$ cat config.mk
export PLATFORM = sky130hd
export DESIGN_NAME = dram_controller
export DESIGN_NICKNAME = d
export VERILOG_FILES = /design/src/rtl/dram_controller.sv
export SDC_FILE = /design/constraint.sdc
export NUM_CORES = 1
export LEC_CHECK = 0
export CAP_MARGIN = 20
export CELL_PAD_IN_SITES_DETAIL_PLACEMENT = 0
export CELL_PAD_IN_SITES_GLOBAL_PLACEMENT = 2
export CORE_MARGIN = 3
export CORE_UTILIZATION = 34
export CTS_CLUSTER_SIZE = 28
export DETAILED_ROUTE_END_ITERATION = 10
export PLACE_DENSITY = 0.92
export SYNTH_ARGS = -nofsm -noshare
export SYNTH_HDL_FRONTEND = slang
export SYNTH_SLANG_ARGS = --single-unit
$ cat constraint.sdc
create_clock -name clk -period 4.6 [get_ports clk]
set_clock_uncertainty 0.15 [all_clocks]
set_input_delay 0.69 -clock clk [delete_from_list [all_inputs] [get_ports clk]]
set_output_delay 0.69 -clock clk [all_outputs]
set_load 0.05 [all_outputs]
$ cat src/rtl/dram_controller.sv
// dram_controller: single-requester SDR SDRAM controller for a 16-bit part.
// Runs the power-up init sequence, periodic auto-refresh, and turns single-word
// read/write requests into ACT -> READ/WRITE-with-auto-precharge sequences.
module dram_controller #(
  parameter int T_INIT           = 20000,
  parameter int T_RP             = 2,
  parameter int T_RCD            = 2,
  parameter int T_RFC            = 7,
  parameter int T_WR             = 2,
  parameter int CAS_LAT          = 2,
  parameter int REFRESH_INTERVAL = 780,
  parameter int INIT_REFRESHES   = 8
) (
  input  logic        clk,
  input  logic        reset_n,
  input  logic        req_valid,
  output logic        req_ready,
  input  logic        req_we,
  input  logic [24:0] req_addr,
  input  logic [15:0] req_wdata,
  input  logic [1:0]  req_wmask,
  output logic [15:0] rdata,
  output logic        rdata_valid,
  output logic        init_done,
  output logic [12:0] dram_a,
  output logic [1:0]  dram_ba,
  output logic [15:0] dram_dq_out,
  output logic        dram_dq_oe,
  input  logic [15:0] dram_dq_in,
  output logic [1:0]  dram_dqm,
  output logic        dram_cke,
  output logic        dram_ras_n,
  output logic        dram_cas_n,
  output logic        dram_we_n
);

  // {ras_n, cas_n, we_n}
  localparam logic [2:0] CMD_NOP   = 3'b111;
  localparam logic [2:0] CMD_ACT   = 3'b011;
  localparam logic [2:0] CMD_READ  = 3'b101;
  localparam logic [2:0] CMD_WRITE = 3'b100;
  localparam logic [2:0] CMD_PRE   = 3'b010;
  localparam logic [2:0] CMD_REF   = 3'b001;
  localparam logic [2:0] CMD_MRS   = 3'b000;

  // Burst write, CAS latency, sequential, burst length 1.
  localparam logic [12:0] MODE_WORD = {3'b000, 1'b0, 2'b00, 3'(CAS_LAT), 1'b0, 3'b000};

  // One down-counter times every wait, so size it for the longest one.
  localparam int CNT_W = $clog2(T_INIT + T_RFC + T_WR + T_RP + T_RCD + CAS_LAT + 4);
  localparam int RC_W  = $clog2(INIT_REFRESHES + 1);
  localparam int RT_W  = $clog2(REFRESH_INTERVAL + 1);

  typedef enum logic [3:0] {
    S_INIT_WAIT,
    S_INIT_PRE,
    S_INIT_REF,
    S_INIT_MRS,
    S_IDLE,
    S_REFRESH,
    S_ACTIVATE,
    S_READ,
    S_READ_WAIT,
    S_WRITE,
    S_WRITE_RECOVER
  } state_t;

  state_t            state_reg;
  logic [CNT_W-1:0]  cnt_reg;
  logic [RC_W-1:0]   ref_cnt_reg;
  logic [RT_W-1:0]   refresh_timer_reg;
  logic              refresh_pending_reg;
  logic              refresh_expire;
  logic              we_reg;
  logic [1:0]        ba_reg;
  logic [9:0]        col_reg;
  logic [15:0]       wdata_reg;
  logic [1:0]        wmask_reg;

  assign refresh_expire = init_done && (refresh_timer_reg == RT_W'(REFRESH_INTERVAL - 1));

  // Requests are only taken in IDLE after init, and a pending refresh wins.
  assign req_ready = (state_reg == S_IDLE) && init_done && !refresh_pending_reg;

  // Free-running refresh interval timer, started once init is complete.
  always_ff @(posedge clk or negedge reset_n) begin
    if (!reset_n) begin
      refresh_timer_reg <= '0;
    end else if (init_done) begin
      if (refresh_expire) refresh_timer_reg <= '0;
      else                refresh_timer_reg <= refresh_timer_reg + RT_W'(1);
    end
  end

  // Main controller FSM; every SDRAM pin and status output is registered here.
  always_ff @(posedge clk or negedge reset_n) begin
    if (!reset_n) begin
      state_reg           <= S_INIT_WAIT;
      cnt_reg             <= CNT_W'(T_INIT);
      ref_cnt_reg         <= '0;
      refresh_pending_reg <= 1'b0;
      we_reg              <= 1'b0;
      ba_reg              <= 2'b00;
      col_reg             <= '0;
      wdata_reg           <= '0;
      wmask_reg           <= 2'b00;
      {dram_ras_n, dram_cas_n, dram_we_n} <= CMD_NOP;
      dram_a              <= '0;
      dram_ba             <= 2'b00;
      dram_dqm            <= 2'b11;
      dram_dq_oe          <= 1'b0;
      dram_dq_out         <= '0;
      dram_cke            <= 1'b0;
      rdata               <= '0;
      rdata_valid         <= 1'b0;
      init_done           <= 1'b0;
    end else begin
      // Defaults: NOP, bus released, masks set, no read strobe.
      {dram_ras_n, dram_cas_n, dram_we_n} <= CMD_NOP;
      dram_cke    <= 1'b1;
      dram_dq_oe  <= 1'b0;
      dram_dqm    <= 2'b11;
      rdata_valid <= 1'b0;

      case (state_reg)
        S_INIT_WAIT: begin
          if (cnt_reg == '0) begin
            {dram_ras_n, dram_cas_n, dram_we_n} <= CMD_PRE;
            dram_a    <= 13'h0400;  // a[10] selects all banks
            state_reg <= S_INIT_PRE;
            cnt_reg   <= CNT_W'(T_RP);
          end else begin
            cnt_reg <= cnt_reg - CNT_W'(1);
          end
        end

        S_INIT_PRE: begin
          if (cnt_reg == '0) begin
            {dram_ras_n, dram_cas_n, dram_we_n} <= CMD_REF;
            state_reg   <= S_INIT_REF;
            cnt_reg     <= CNT_W'(T_RFC);
            ref_cnt_reg <= RC_W'(INIT_REFRESHES - 1);
          end else begin
            cnt_reg <= cnt_reg - CNT_W'(1);
          end
        end

        S_INIT_REF: begin
          if (cnt_reg == '0) begin
            if (ref_cnt_reg == '0) begin
              {dram_ras_n, dram_cas_n, dram_we_n} <= CMD_MRS;
              dram_a    <= MODE_WORD;
              dram_ba   <= 2'b00;
              state_reg <= S_INIT_MRS;
              cnt_reg   <= CNT_W'(2);
            end else begin
              {dram_ras_n, dram_cas_n, dram_we_n} <= CMD_REF;
              ref_cnt_reg <= ref_cnt_reg - RC_W'(1);
              cnt_reg     <= CNT_W'(T_RFC);
            end
          end else begin
            cnt_reg <= cnt_reg - CNT_W'(1);
          end
        end

        S_INIT_MRS: begin
          if (cnt_reg == '0) begin
            init_done <= 1'b1;
            state_reg <= S_IDLE;
          end else begin
            cnt_reg <= cnt_reg - CNT_W'(1);
          end
        end

        S_IDLE: begin
          if (refresh_pending_reg) begin
            {dram_ras_n, dram_cas_n, dram_we_n} <= CMD_REF;
            refresh_pending_reg <= 1'b0;
            state_reg <= S_REFRESH;
            cnt_reg   <= CNT_W'(T_RFC);
          end else if (req_valid && init_done) begin
            we_reg    <= req_we;
            ba_reg    <= req_addr[24:23];
            col_reg   <= req_addr[9:0];
            wdata_reg <= req_wdata;
            wmask_reg <= req_wmask;
            {dram_ras_n, dram_cas_n, dram_we_n} <= CMD_ACT;
            dram_ba   <= req_addr[24:23];
            dram_a    <= req_addr[22:10];
            state_reg <= S_ACTIVATE;
            cnt_reg   <= CNT_W'(T_RCD - 1);
          end
        end

        S_REFRESH: begin
          if (cnt_reg == '0) state_reg <= S_IDLE;
          else               cnt_reg   <= cnt_reg - CNT_W'(1);
        end

        S_ACTIVATE: begin
          if (cnt_reg == '0) begin
            dram_ba <= ba_reg;
            dram_a  <= {2'b00, 1'b1, col_reg};  // a[10] = auto-precharge
            if (we_reg) begin
              {dram_ras_n, dram_cas_n, dram_we_n} <= CMD_WRITE;
              dram_dq_oe  <= 1'b1;
              dram_dq_out <= wdata_reg;
              dram_dqm    <= ~wmask_reg;
              state_reg   <= S_WRITE;
            end else begin
              {dram_ras_n, dram_cas_n, dram_we_n} <= CMD_READ;
              dram_dqm  <= 2'b00;
              state_reg <= S_READ;
            end
          end else begin
            cnt_reg <= cnt_reg - CNT_W'(1);
          end
        end

        S_WRITE: begin
          // Write recovery plus auto-precharge time before the bank is usable.
          state_reg <= S_WRITE_RECOVER;
          cnt_reg   <= CNT_W'(T_WR + T_RP - 2);
        end

        S_WRITE_RECOVER: begin
          if (cnt_reg == '0) state_reg <= S_IDLE;
          else               cnt_reg   <= cnt_reg - CNT_W'(1);
        end

        S_READ: begin
          dram_dqm  <= 2'b00;
          state_reg <= S_READ_WAIT;
          cnt_reg   <= CNT_W'(CAS_LAT);
        end

        S_READ_WAIT: begin
          if (cnt_reg == '0) begin
            state_reg <= S_IDLE;
          end else begin
            cnt_reg <= cnt_reg - CNT_W'(1);
            if (cnt_reg == CNT_W'(1)) begin
              // Data is on the pins CAS_LAT cycles after READ.
              rdata       <= dram_dq_in;
              rdata_valid <= 1'b1;
            end else begin
              dram_dqm <= 2'b00;
            end
          end
        end

        default: state_reg <= S_INIT_WAIT;
      endcase

      // An expiry always marks a refresh as owed, even on the cycle one issues.
      if (refresh_expire) refresh_pending_reg <= 1'b1;
    end
  end

endmodule

; ---- Yosys cells after proc, flatten, opt, wreduce, memory -nomap -nowiden
; Cells that the tools add are included.
[op_classes]
n_bitwise = 3
n_eq_ne = 23
addsub = 3
reduce_logical = 27
muxes = 60
[op_table]
columns = op, count
row1 = $mux W15, 6
row2 = $pmux W15 S6, 1
row3 = $mux W13, 6
row4 = $pmux W13 S4, 1
row5 = $mux W4, 12
row6 = $pmux W4 S8, 1
row7 = $mux W2, 9
row8 = $eq A4 B3 Y1 const B, 4
row9 = $mux W1, 16
row10 = $ne A2 B2 Y1 const B, 8
row11 = $eq A15 B1 Y1 const B, 1
row12 = $logic_not A15 Y1, 1
row13 = $sub A15 B1 Y15 const B, 1
row14 = $reduce_and A7 Y1, 2
row15 = $eq A4 B4 Y1 const B, 3
row16 = $pmux W2 S3, 2
row17 = $reduce_and A3 Y1, 4
row18 = $add A10 B1 Y10 const B, 1
row19 = $eq A10 B10 Y1 const B, 1
row20 = $mux W10, 1
row21 = $eq A4 B2 Y1 const B, 2
row22 = $logic_not A4 Y1, 2
row23 = $pmux W4 S2, 1
row24 = $reduce_and A6 Y1, 1
row25 = 21 further kinds, 29
[word_totals]
word_cells = 138
regBits = 121
out_inout_bits = 57
inputBits = 63

; ---- Depth between registers and ports, before layout
[logic_depth]
word_depth = 4
ltp_mapped = 10
mapped_depth_nobuf = 8

; ---- Least setup slack after synthesis
; Ideal clock, no wire load.
[synth_path]
kind = register -> output
start = register state_reg[0]
end = output port req_ready
path_slack_ns = 1.590
stages_incl_launch_ff = 5
arrival_time_ns = 2.170
required_ns = 3.760
n_path_buf = 1
path_cell_list = dfrtp_1 > clkbuf_1 > nor2_1 > nand2_1 > nor3b_1
[synth_via]
elab_chain_cells = 3
[synth_rtl]
columns = element, line_no
row1 = from (decl), 68  ; state_t state_reg;
row2 = from (signal assigned), 98  ; state_reg <= S_INIT_WAIT;
row3 = from (signal assigned), 130  ; state_reg <= S_INIT_PRE;
row4 = from (signal assigned), 140  ; state_reg <= S_INIT_REF;
row5 = $eq A4 B3 Y1, 83  ; assign req_ready = (state_reg == S_IDLE) && init_done && !refresh_pending_reg;
row6 = $logic_and A1 B1 Y1 (2 in series), 83
row7 = to (decl), 17  ; output logic req_ready,
; No other way between the ends.

; ---- Final worst setup path
[layout_path]
start = register state_reg[1]
end = output port req_ready
; The elaborated chain is that of the path after synthesis.

==> results_dict.tcl <==
set metrics [dict create \
    synth_top_cell_area_share 0.498 \
    max_cap_violations 0 \
    yosys_warnings 0 \
    portBuffers 119 \
    antenna_cells 0 \
    slew_violations 0 \
    hpwl_um 9730 \
    io-pin-count 120 \
    synth_top_family_by_area "simple AND/OR/NAND/NOR gates" \
    synth_fa_ha_area_frac 0.0112 \
    cp_data_arrival_time_ns 2.90 \
    htree_levels 4 \
    vias 4466 \
    pwr-share-clk 0.519 \
    routedWlPerCell_um 15.3 \
    synth-compound-area-share 0.122 \
    worstHoldPathType "in -> async" \
    synth_commonest_cells "nand2_1, dfrtp_1, nor2_1" \
    synthFlopType "dfrtp_1" \
    power.share.switching 0.201 \
    p_comb_frac 0.033 \
    synth-xor-area-share 0.0283 \
    ir_drop_uv 262 \
    cts_hold_repair.buffers 0 \
    drtIter0Drc 314 \
    first_pass_iters 5 \
    drcViolationCount 0 \
    core_area_um2 15900 \
    synthSimpleGateAreaFrac 0.190 \
    start_kind "flip-flop" \
    nets 745 \
    syn_area_um2 5580 \
    seq_area_frac_synth 0.545 \
    synth_area_leaders "dfrtp_1, nand2_1, mux2_2, dfstp_2, o21ai_0" \
    crit_chain "nor2_1 > nand2_1 > nor3b_1 > clkdlybuf4s50_1" \
    antenna_found_initial 0 \
    clockBufferDepth 2 \
    rows 46 \
    grt_pass1_vias 4417 \
    cts_setup_buffers 0 \
    rsz0062_at_grt "no" \
    required_ns 3.76 \
    grt_overflow 0 \
    hold_violations 0 \
    ys_ff_latch 121 \
    outcome "finished, final reports clean" \
    cts_root_buf "clkbuf_16" \
    total_power_mw 2.38 \
    post_synth_inst_count 556 \
    tightest_slew_ns 0.931 \
    clk_latency_ns 0.42 \
    die_h_um 134 \
    p_sw_mw 0.477 \
    setup_viol_count_final 0 \
    antenna_left 0 \
    place_congestion 0.838 \
    place_ws_ns 1.31 \
    synth_top_cell_by_area "dfrtp_1" \
    fin_setup_tns_ns 0 \
    critPathSlowestCell "clkdlybuf4s50_1" \
    synthMuxAreaShare 0.0684 \
    yosysMostFrequentCell "nand2_1" \
    cts_tree "done" \
    cp-end-kind "primary output" \
    worstPathMaxFanout 20 \
    relSlewSlack 0.379 \
    power_leakage_nw 3.32 \
    power.density_cell_area_nw_per_um2 316 \
    crit_type "reg -> out" \
    cts_sinks 121 \
    grt_pass1_wl_um 22600 \
    synth_nets 624 \
    grt_max_degree 75 \
    fin_ws_ns 0.859 \
    ctsResizeCount 0 \
    period_share 0.813 \
    synth_area_per_cell_um2 10.0 \
    cts_made_buffers 17 \
    fp.dieW_um 134 \
    synthDistinctLibCells 62 \
    clk_pin_slew_ns 0.05 \
    p_int_mw 1.90 \
    initial_core_util 0.350 \
    crit_buf_inv 1 \
    track_usage 0.157 \
    synth_edf_count 0 \
    die_area_um2 18000 \
    period_needed_ns 3.74 \
    vias_per_cell 4.93 \
    async_reset_ff_frac 1.00 \
    syn_to_final_growth_pct 35.0 \
    critPathMaxStageDelay_ns 0.86 \
    drt_wl_total_um 13900 \
    drive_gt1_frac 0.142 \
    fmax_mhz 267 \
    path_delay_family "simple AND/OR/NAND/NOR gates" \
    pwr-share-seq 0.448 \
]
-- per-layer routing --
layer / vias to the layer above / GRT usage / wire length, um
met5: - / 0 / 0
met2: 124 / 0.249 / 6610
met1: 2151 / 0.206 / 6310
li1: 2170 / - / -
met3: 21 / 0.0420 / 711
met4: 0 / 0.0588 / 229
-- power groups by stage --
stage	logic [mW]	clock network (mW)	registers (mW)
after floorplan	0.000495	0	1.09
after global placement	0.0794	0	1.08
after detailed placement	0.0796	0	1.08
after CTS	0.0804	1.27	1.07
after global routing	0.0853	1.32	1.07
final	0.0779	1.23	1.07
-- kinds of logic (layout without fill, tap and decap cells) --
kind of cell | count (synthesis) | after routing
AOI/OAI and AO/OA | 105 | 105
adders and majority gates | 5 | 5
muxes | 34 | 34
other | 1 | 1
buffers and inverters | 41 | 174
and+or+nand+nor | 231 | 231
xor gates and xnor gates | 18 | 18
DFF | 121 | 121
-- placed cells by master, fill, tap and decap left out, types with 9 or more instances in the layout --
cell type,netlist,final
a22oi_1,9,9
o21ai_0,29,29
clkdlybuf4s50_1,0,118
mux2_2,33,33
nor2_1,38,37
nor3_1,12,11
inv_1,12,12
clkbuf_16,0,17
xnor2_1,14,14
dfstp_2,10,10
dfrtp_1,111,111
a21oi_1,19,19
nand2_1,129,129
buf_4,0,11
-- layout make-up --
| class | instances | area [um^2] |
|---|---|---|
| Clock buffer | 22 | 444 |
| Clock inverter | 9 | 101 |
| Fill cell | 1486 | 8410 |
| Inverter | 13 | 48.8 |
| Multi-Input combinational cell | 394 | 2360 |
| Sequential cell | 121 | 3040 |
| Tap cell | 216 | 270 |
| Timing Repair Buffer | 130 | 1270 |
-- stage by stage --
stage | utilization | instances | hold WS (ns) | instance area (um^2)
final | 0.472 | 905 | 0.253 | 7530
after global routing | 0.472 | 905 | 0.309 | 7530
after CTS | 0.472 | 904 | 0.278 | 7530
after detailed placement | 0.438 | 873 | 0.272 | 6980
after global placement | 0.438 | 873 | 0.254 | 6980
after floorplan | - | 556 | 0.241 | 5580
-- path summary, 6_finish.rpt --
kind,slack (ns),cells after the start,startpoint,to
setup reg to reg,1.57,6,cnt_reg[0]$_DFFE_PN0P_,state_reg[0]$_DFFE_PN0P_
setup / recovery,0.86,4,state_reg[1]$_DFFE_PN0P_,req_ready
max in group asynchronous,3.10,2,reset_n,dram_cas_n$_DFF_PN1_
hold / removal,0.25,1,reset_n,dram_dq_out[3]$_DFFE_PN0P_
hold reg to reg,0.28,1,wmask_reg[1]$_DFFE_PN0P_,dram_dqm[1]$_DFF_PN1_
min in group clk,0.28,1,wmask_reg[1]$_DFFE_PN0P_,dram_dqm[1]$_DFF_PN1_
Power figures use the tool's default switching activity.
